`config.mk`:
```
export PLATFORM = sky130hd
export DESIGN_NAME = mux_nx1_stream
export DESIGN_NICKNAME = d
export VERILOG_FILES = /design/src/rtl/mux_nx1_stream_pkg.sv /design/src/rtl/rr_arbiter.sv /design/src/rtl/mux_nx1_stream.sv
export SDC_FILE = /design/constraint.sdc
export NUM_CORES = 1
export LEC_CHECK = 0
export CAP_MARGIN = 20
export CORE_MARGIN = 2
export CORE_UTILIZATION = 39
export DETAILED_ROUTE_END_ITERATION = 16
export GPL_TIMING_DRIVEN = 0
export PLACE_DENSITY = 0.84
export RECOVER_POWER = 100
export SLEW_MARGIN = 15
export SYNTH_ARGS = -nofsm -noshare
export SYNTH_HDL_FRONTEND = slang
export SYNTH_SLANG_ARGS = --single-unit
```
`constraint.sdc`:
```
create_clock -name clk -period 1.9 [get_ports clk]
set_input_delay 0.285 -clock clk [delete_from_list [all_inputs] [get_ports clk]]
set_output_delay 0.285 -clock clk [all_outputs]
set_load 0.01 [all_outputs]
```
`src/rtl/mux_nx1_stream_pkg.sv`:
```
`default_nettype none
// ============================================================================
// Module      : mux_nx1_stream_pkg
// Description : Shared constants and helpers for the N:1 stream multiplexer.
// Revision    : 1.0 - initial release
// ============================================================================
package mux_nx1_stream_pkg;

    // Values of the mode input
    localparam logic C_MODE_MANUAL = 1'b0;
    localparam logic C_MODE_RR     = 1'b1;

    // Ceiling log2 usable in parameter context; the loop bound keeps the shift
    // inside the positive range of int.
    function automatic int mux_clog2(input int value);
        int result;
        result = 0;
        for (int i = 0; i < 30; i++) begin
            if ((1 << i) < value) begin
                result = i + 1;
            end
        end
        return result;
    endfunction

endpackage
`default_nettype wire

```
`src/rtl/rr_arbiter.sv`:
```
`default_nettype none
// ============================================================================
// Module      : rr_arbiter
// Description : Round-robin arbiter. Holds the priority pointer and finds the
//               first requester starting at the pointer, with wrap-around.
// Revision    : 1.0 - initial release
// ============================================================================
module rr_arbiter
    import mux_nx1_stream_pkg::*;
#(
    parameter  int N    = 4,
    localparam int SELW = mux_clog2(N)
) (
    input  logic            clk,
    input  logic            rst,
    input  logic [N-1:0]    req,
    input  logic            advance,
    output logic            gnt_valid,
    output logic [SELW-1:0] gnt_idx
);

    logic [SELW-1:0] r_ptr;
    int              w_next_ptr;

    // Wrap-around search: ptr, ptr+1, ..., N-1, 0, ..., ptr-1
    always_comb begin
        int cand;
        gnt_valid = 1'b0;
        gnt_idx   = '0;
        cand      = 0;
        for (int k = 0; k < N; k++) begin
            cand = int'(r_ptr) + k;
            if (cand >= N) begin
                cand = cand - N;
            end
            if (!gnt_valid && req[cand]) begin
                gnt_valid = 1'b1;
                gnt_idx   = SELW'(cand);
            end
        end
    end

    // Pointer moves to the channel just after the one granted, modulo N
    always_comb begin
        w_next_ptr = int'(gnt_idx) + 1;
        if (w_next_ptr >= N) begin
            w_next_ptr = 0;
        end
    end

    // Pointer register; only advances on an accepted round-robin transfer
    always_ff @(posedge clk) begin
        if (rst) begin
            r_ptr <= '0;
        end else if (advance && gnt_valid) begin
            r_ptr <= SELW'(w_next_ptr);
        end
    end

endmodule
`default_nettype wire

```
`src/rtl/mux_nx1_stream.sv`:
```
`default_nettype none
// ============================================================================
// Module      : mux_nx1_stream
// Description : N-input, W-bit registered stream multiplexer with valid/ready
//               on every channel. Manual select or round-robin arbitration,
//               one output register stage, 1 word/cycle sustained.
// Revision    : 1.0 - initial release
// ============================================================================
module mux_nx1_stream
    import mux_nx1_stream_pkg::*;
#(
    parameter  int N    = 4,
    parameter  int W    = 8,
    localparam int SELW = mux_clog2(N)
) (
    input  logic            clk,
    input  logic            rst,
    input  logic [N-1:0]    in_valid,
    input  logic [N*W-1:0]  in_data,
    output logic [N-1:0]    in_ready,
    input  logic [SELW-1:0] sel,
    input  logic            mode,
    output logic            out_valid,
    output logic [W-1:0]    out_data,
    input  logic            out_ready,
    output logic [SELW-1:0] grant_idx
);

    logic            w_arb_valid;
    logic [SELW-1:0] w_arb_idx;
    logic            w_man_valid;
    logic            w_win_valid;
    logic [SELW-1:0] w_winner;
    logic            w_load_en;
    logic            w_take;
    logic            w_rr_advance;

    logic            r_out_valid;
    logic [W-1:0]    r_out_data;
    logic [SELW-1:0] r_grant_idx;

    rr_arbiter #(
        .N (N)
    ) u_rr_arbiter (
        .clk       (clk),
        .rst       (rst),
        .req       (in_valid),
        .advance   (w_rr_advance),
        .gnt_valid (w_arb_valid),
        .gnt_idx   (w_arb_idx)
    );

    // Manual winner: an out-of-range select never wins
    always_comb begin
        w_man_valid = 1'b0;
        if (int'(sel) < N) begin
            w_man_valid = in_valid[sel];
        end
    end

    // Mode mux; a mode or sel change is seen by the same-cycle winner
    always_comb begin
        if (mode == C_MODE_RR) begin
            w_win_valid = w_arb_valid;
            w_winner    = w_arb_idx;
        end else begin
            w_win_valid = w_man_valid;
            w_winner    = sel;
        end
    end

    // Handshake: accept when the register is empty or draining this cycle
    always_comb begin
        w_load_en    = !r_out_valid || out_ready;
        w_take       = !rst && w_load_en && w_win_valid;
        w_rr_advance = w_take && (mode == C_MODE_RR);
        in_ready     = '0;
        for (int i = 0; i < N; i++) begin
            in_ready[i] = w_take && (w_winner == SELW'(i));
        end
    end

    // Output register: load on transfer, clear valid on drain, else hold
    always_ff @(posedge clk) begin
        if (rst) begin
            r_out_valid <= 1'b0;
            r_out_data  <= '0;
            r_grant_idx <= '0;
        end else if (w_take) begin
            r_out_valid <= 1'b1;
            r_out_data  <= in_data[int'(w_winner)*W +: W];
            r_grant_idx <= w_winner;
        end else if (out_ready) begin
            r_out_valid <= 1'b0;
        end
    end

    assign out_valid = r_out_valid;
    assign out_data  = r_out_data;
    assign grant_idx = r_grant_idx;

endmodule
`default_nettype wire
```
-- Word-level counts from Yosys, hierarchy flattened
Cells that the tools add are included.
- logic and storage cells: 76
- flip-flop bits (word level): 13
- bits of input ports: 42
- output and inout bits: 15
- add/subtract/negate cells: 8
- magnitude comparators: 10
- shift-type cells: 1
- mux-type cells: 31
- equality and inequality tests: 3
- reductions and logical operators: 19
- operator list (operator ; count):
    32-bit by 4-bit less-than comparator with 1-bit output (second input constant) ; 4
    32-bit 2-to-1 mux ; 4
    32-bit by 4-bit >= comparator with 1-bit output (second input constant) ; 3
    32-bit by 4-bit subtractor with 32-bit output (second input constant) ; 3
    32-bit by 6-bit variable part select with 8-bit output ; 1
    1-bit 2-to-1 mux ; 16
    2-bit 2-to-1 mux ; 6
    1-bit logical AND ; 11
    1-bit binary-select mux with 2-bit select ; 5
    2-bit by 1-bit adder with 3-bit output (second input constant) ; 2
    2-bit by 2-bit adder with 3-bit output (second input constant) ; 2
    1-bit logical NOT ; 5
    2-bit equality test (second input constant) ; 2
    2-bit by 3-bit subtractor with 4-bit output (second input constant) ; 1
    2-bit by 3-bit >= comparator with 1-bit output (second input constant) ; 1
    3-bit >= comparator (second input constant) ; 1
    2-bit by 3-bit less-than comparator with 1-bit output (second input constant) ; 1
    2-bit by 1-bit equality test with 1-bit output (second input constant) ; 1
    2-bit logical NOT ; 1
    2-bit nonzero test ; 1
    1-bit logical OR ; 1

-- Longest topological paths before layout
- depth after elaboration: 19
- mapped depth: 6
- gate-level depth less buffers: 5

-- By module
Synthesis repeated with hierarchy kept, for this count alone.
- cells, all modules: 99
- area, all modules: 924.6 µm²
- modules (own cells, without submodules) (module ; instances ; area each (µm²) ; cells an instance ; sequential area each (µm²)):
    mux_nx1_stream ; 1 ; 726.9 ; 74 ; 220.2
    rr_arbiter ; 1 ; 197.7 ; 25 ; 40.0

-- Worst setup path before layout
No wires, ideal clock.
- kind: input-to-output
- start: input port sel[0]
- end: output port in_ready[0]
- data required time: 1.615 ns
- data arrival time: 1.560 ns
- path slack: 0.055 ns
- stages on the path: 6
- path buffers: 1
- path through: mux4_1 a21boi_1 or3_4 buf_6 or2_1 nor2_1
- cells in the longest elaborated chain, start to end: 5
- elaborated cells between the ends (all ways): 7
- those cells by class: mux (4); reduce/logical (3)
- RTL lines (element ; RTL line ; text):
    start, declared ; mux_nx1_stream.sv:21 ; input logic [SELW-1:0] sel,
    1-bit binary-select mux with 2-bit select ; mux_nx1_stream.sv:57 ; w_man_valid = in_valid[sel];
    1-bit 2-to-1 mux (implied by the code) ; mux_nx1_stream.sv:57 ;
    1-bit 2-to-1 mux ; mux_nx1_stream.sv:63 ; if (mode == C_MODE_RR) begin
    1-bit logical AND ; mux_nx1_stream.sv:75 ; w_take = !rst && w_load_en && w_win_valid;
    1-bit logical AND * ; mux_nx1_stream.sv:79 ; in_ready[i] = w_take && (w_winner == SELW'(i));
    end, declared ; mux_nx1_stream.sv:20 ; output logic [N-1:0] in_ready,
Mark *: on every way between the ends. The rest lies on a longest branch, timed or not. The select of a mux whose other input is x is not followed.

-- Final worst setup path
- start: register u_rr_arbiter.r_ptr[1]
- end: output port in_ready[1]
- cells in the longest elaborated chain, start to end: 18
- elaborated cells between the ends (all ways): 46
- those cells by class: add/sub (7); order compare (4); eq/ne (1); mux (26); reduce/logical (8)
- RTL lines (element ; RTL line ; text):
    start, declared ; rr_arbiter.sv:22 ; logic [SELW-1:0] r_ptr;
    start signal, assigned ; rr_arbiter.sv:56 ; r_ptr <= SELW'(w_next_ptr);
    parallel branches: the longest is 17 deep, another holds 32-bit by 4-bit subtractor with 32-bit output ; - ;
    1-bit logical AND * ; mux_nx1_stream.sv:79 ;
Every way passes the cells marked *. The select of a mux whose other input is x is not followed.

==> impl_metrics.ini <==
[drt]
vias_per_cell = 6.16
first_iter_violations = 46
drc = 0
routedWlPerCell_um = 20.2
vias = 1405
firstDrtPassIters = 4
wl_mm = 4.61
antenna_left = 0

[floorplanning]
initial_core_util = 0.415
dieHeight_um = 55.8
die_w_um = 55.8
rows = 18
io_pins = 57
coreArea_um2 = 2520
dieArea_um2 = 3120

[sta]
clock_skew_ps = 6.88
slew_headroom = 0.688
tightest_slew_ps = 468
hold_slack_ps = 405
setup_slack_ps = -158
maxSlewViolCount = 0
rsz0062_at_grt = yes
finalCriticalPeriod_ps = 2060
finalHoldViolCount = 0
max_clock_freq_ghz = 0.486
setup_viol = 5
setup-tns-final_ps = -602
finalCritPeriodShare = 1.08

[worst_setup_path]
crit_buf_inv = 2
cp_max_fo = 7
critPathKind = flip-flop to output port
cpPeakStageDelay_ps = 480
cp_data_arrival_time_ps = 1770
start_kind = flip-flop
path_cells = nand2_4 -> a2111o_1 -> buf_6 -> and2_4 -> nor2_1 -> buf_2
crit_path_end_kind = output port
critical-path-top-delay-family = compound AO/OA/AOI/OAI gates
worstPathRequired_ps = 1620
cp_slowest_cell = a2111o_1

[placed_design]
dpl.hpwl_mm = 2.46
place_ws_ps = -1130
gp_congestion = 0.853
io_buffer_count = 56

[grt]
antenna_found_initial = 0
first_global_vias = 1318
grt_pass1_wl_mm = 6.27
grt_usage = 0.248
grt_max_degree = 11
grt.overflow.total = 0

[yosys]
syn_avg_cell_area_um2 = 9.11
syn_inst = 115
synth_area_leader_cell = dfxtp_1
synth_flop_cell = dfxtp_1
syn-cell-area_um2 = 1050
yosysMostFrequentCell = a211oi_1
seq_area_frac_synth = 0.249
synthesis.nets = 157
synth.area.top_cells = dfxtp_1, a211oi_1, nand3b_1, and3_1, and3_2
synth_edf_count = 0
ys_async_sr_fraction = 0
ys_ff_latch = 13
ys_types = 33
ys_warn_count = 0
ys_top_cells_by_count = a211oi_1, dfxtp_1, nor2_1
synth_top_area_frac = 0.249

[power]
peakVddDrop_mv = 0.426
power.switching_uw = 380
clock_power_share = 0.161
comb_power_share = 0.533
p_int_uw = 710
switching_share = 0.349
leakagePower_nw = 0.805
p_per_area_nw_per_um2 = 551
seqPwrFrac = 0.307

[run_status]
violations = negative setup slack
status = finished, violations left

[clocking]
clk_latency_ps = 280
ctsLongestPathBuffers = 2
cts_max_level = 1
cts_sinks = 13
cts_buffers = 3
cts_tree = built
root_buffer = clkbuf_4
cts.clk_slew.worst_paths_ps = 80

[final_layout]
post-route-util = 0.784
syn2layout_area_growth_pct = 88.9
fin_nets = 241
drive_above_1_share = 0.409
antenna_cells = 0

[job]
cap_violations = 0

[hold_path]
min_path_type = input port to flip-flop
[sequential cells by signal, indices dropped and copies added, names as in the netlist]
register,flops
out_valid,1
out_data,8
u_rr_arbiter.r_ptr,2
grant_idx,2
[timing repair]
action	CTS	global route
gates cloned	1	0
hold buffers	0	0
setup endpoints to repair	14	12
buffers inserted	23	2
gates resized for setup	69	18
pin swaps	12	2
[worst paths after layout]
path,depth (start not counted),end,from,slack (ps)
worst max-delay path,6,in_ready[1],u_rr_arbiter.r_ptr[1]$_SDFFE_PP0P_,-160
worst min-delay path,3,out_valid$_SDFFE_PP0P_,out_ready,400
worst max register to register,9,out_data[4]$_SDFFE_PP0P_,u_rr_arbiter.r_ptr[1]$_SDFFE_PP0P_,-20
worst min register to register,2,grant_idx[0]$_SDFFE_PP0P_,grant_idx[0]$_SDFFE_PP0P_,460
[routing by layer]
metal | GRT usage | wire length (um) | vias to the layer above
li1 | - | - | 618
met1 | 0.291 | 1750 | 672
met2 | 0.466 | 2290 | 94
met3 | 0.0209 | 347 | 21
met4 | 0.0918 | 215 | 0
met5 | 0 | 0 | -
[final cells by class]
type / instances / area, um2
flip-flops and latches: 13 / 268
plain buffers: 5 / 60.1
clock buffers: 4 / 26.3
multi-input cells: 95 / 855
repair buffers: 79 / 724
fillers: 158 / 544
well taps: 30 / 37.5
inverters: 2 / 7.51
[cells by family (layout without fill, tap and decap cells)]
| logic type | count (synthesis) | in the layout | synth area share |
|---|---|---|---|
| simple gates | 52 | 52 | 0.311 |
| flops | 13 | 13 | 0.249 |
| mux | 4 | 4 | 0.0538 |
| buf+inv | 8 | 90 | 0.0657 |
| compound gates | 38 | 39 | 0.321 |
[stage by stage]
stage | power, mW | cell area [um2] | std cells
final | 1.09 | 1980 | 228
after global placement | 0.744 | 1650 | 201
after global routing | 1.13 | 1980 | 228
after detailed placement | 0.754 | 1650 | 201
after floorplan | 0.552 | 1050 | 115
after CTS | 1.01 | 1870 | 226
[worst register-to-register path, delay by kind of cell, from the launching register on]
kind	cells	cell delay, ps
AND/OR/NAND/NOR	2	350
flip-flops	1	410
buffers and inverters	4	550
AO/OA/AOI/OAI	3	500
[power by group through the flow]
| stage | clock [mW] | sequential (mW) | combinational, mW |
|---|---|---|---|
| 4_1_cts | 0.172 | 0.329 | 0.505 |
| 6_report | 0.175 | 0.334 | 0.581 |
| 2_1_floorplan | 0 | 0.344 | 0.208 |
| 3_5_place_dp | 0 | 0.333 | 0.421 |
| 5_1_grt | 0.188 | 0.336 | 0.608 |
| 3_3_place_gp | 0 | 0.333 | 0.411 |
[placed cells by master, fill, tap and decap left out, drive strengths merged]
| cell | synthesis | routed |
|---|---|---|
| a2111o | 1 | 1 |
| a211oi | 17 | 17 |
| a21boi | 1 | 1 |
| a21oi | 4 | 4 |
| a221oi | 1 | 1 |
| and2 | 1 | 1 |
| and3 | 16 | 16 |
| buf | 4 | 34 |
| clkbuf | 2 | 7 |
| clkdlybuf4s15 | 0 | 2 |
| clkdlybuf4s50 | 0 | 43 |
| dfxtp | 13 | 13 |
| dlygate4sd2 | 0 | 2 |
| inv | 2 | 2 |
| mux2i | 3 | 3 |
| mux4 | 1 | 1 |
| nand2 | 5 | 5 |
| nand2b | 5 | 5 |
| nand3b | 8 | 8 |
| nor2 | 10 | 10 |
| nor2b | 4 | 4 |
| nor3 | 1 | 1 |
| o21ai | 2 | 2 |
| o31ai | 9 | 10 |
| o41a | 1 | 1 |
| o41ai | 2 | 2 |
| or2 | 1 | 1 |
| or3 | 1 | 1 |
No activity file was read; power rests on OpenSTA's default activity.
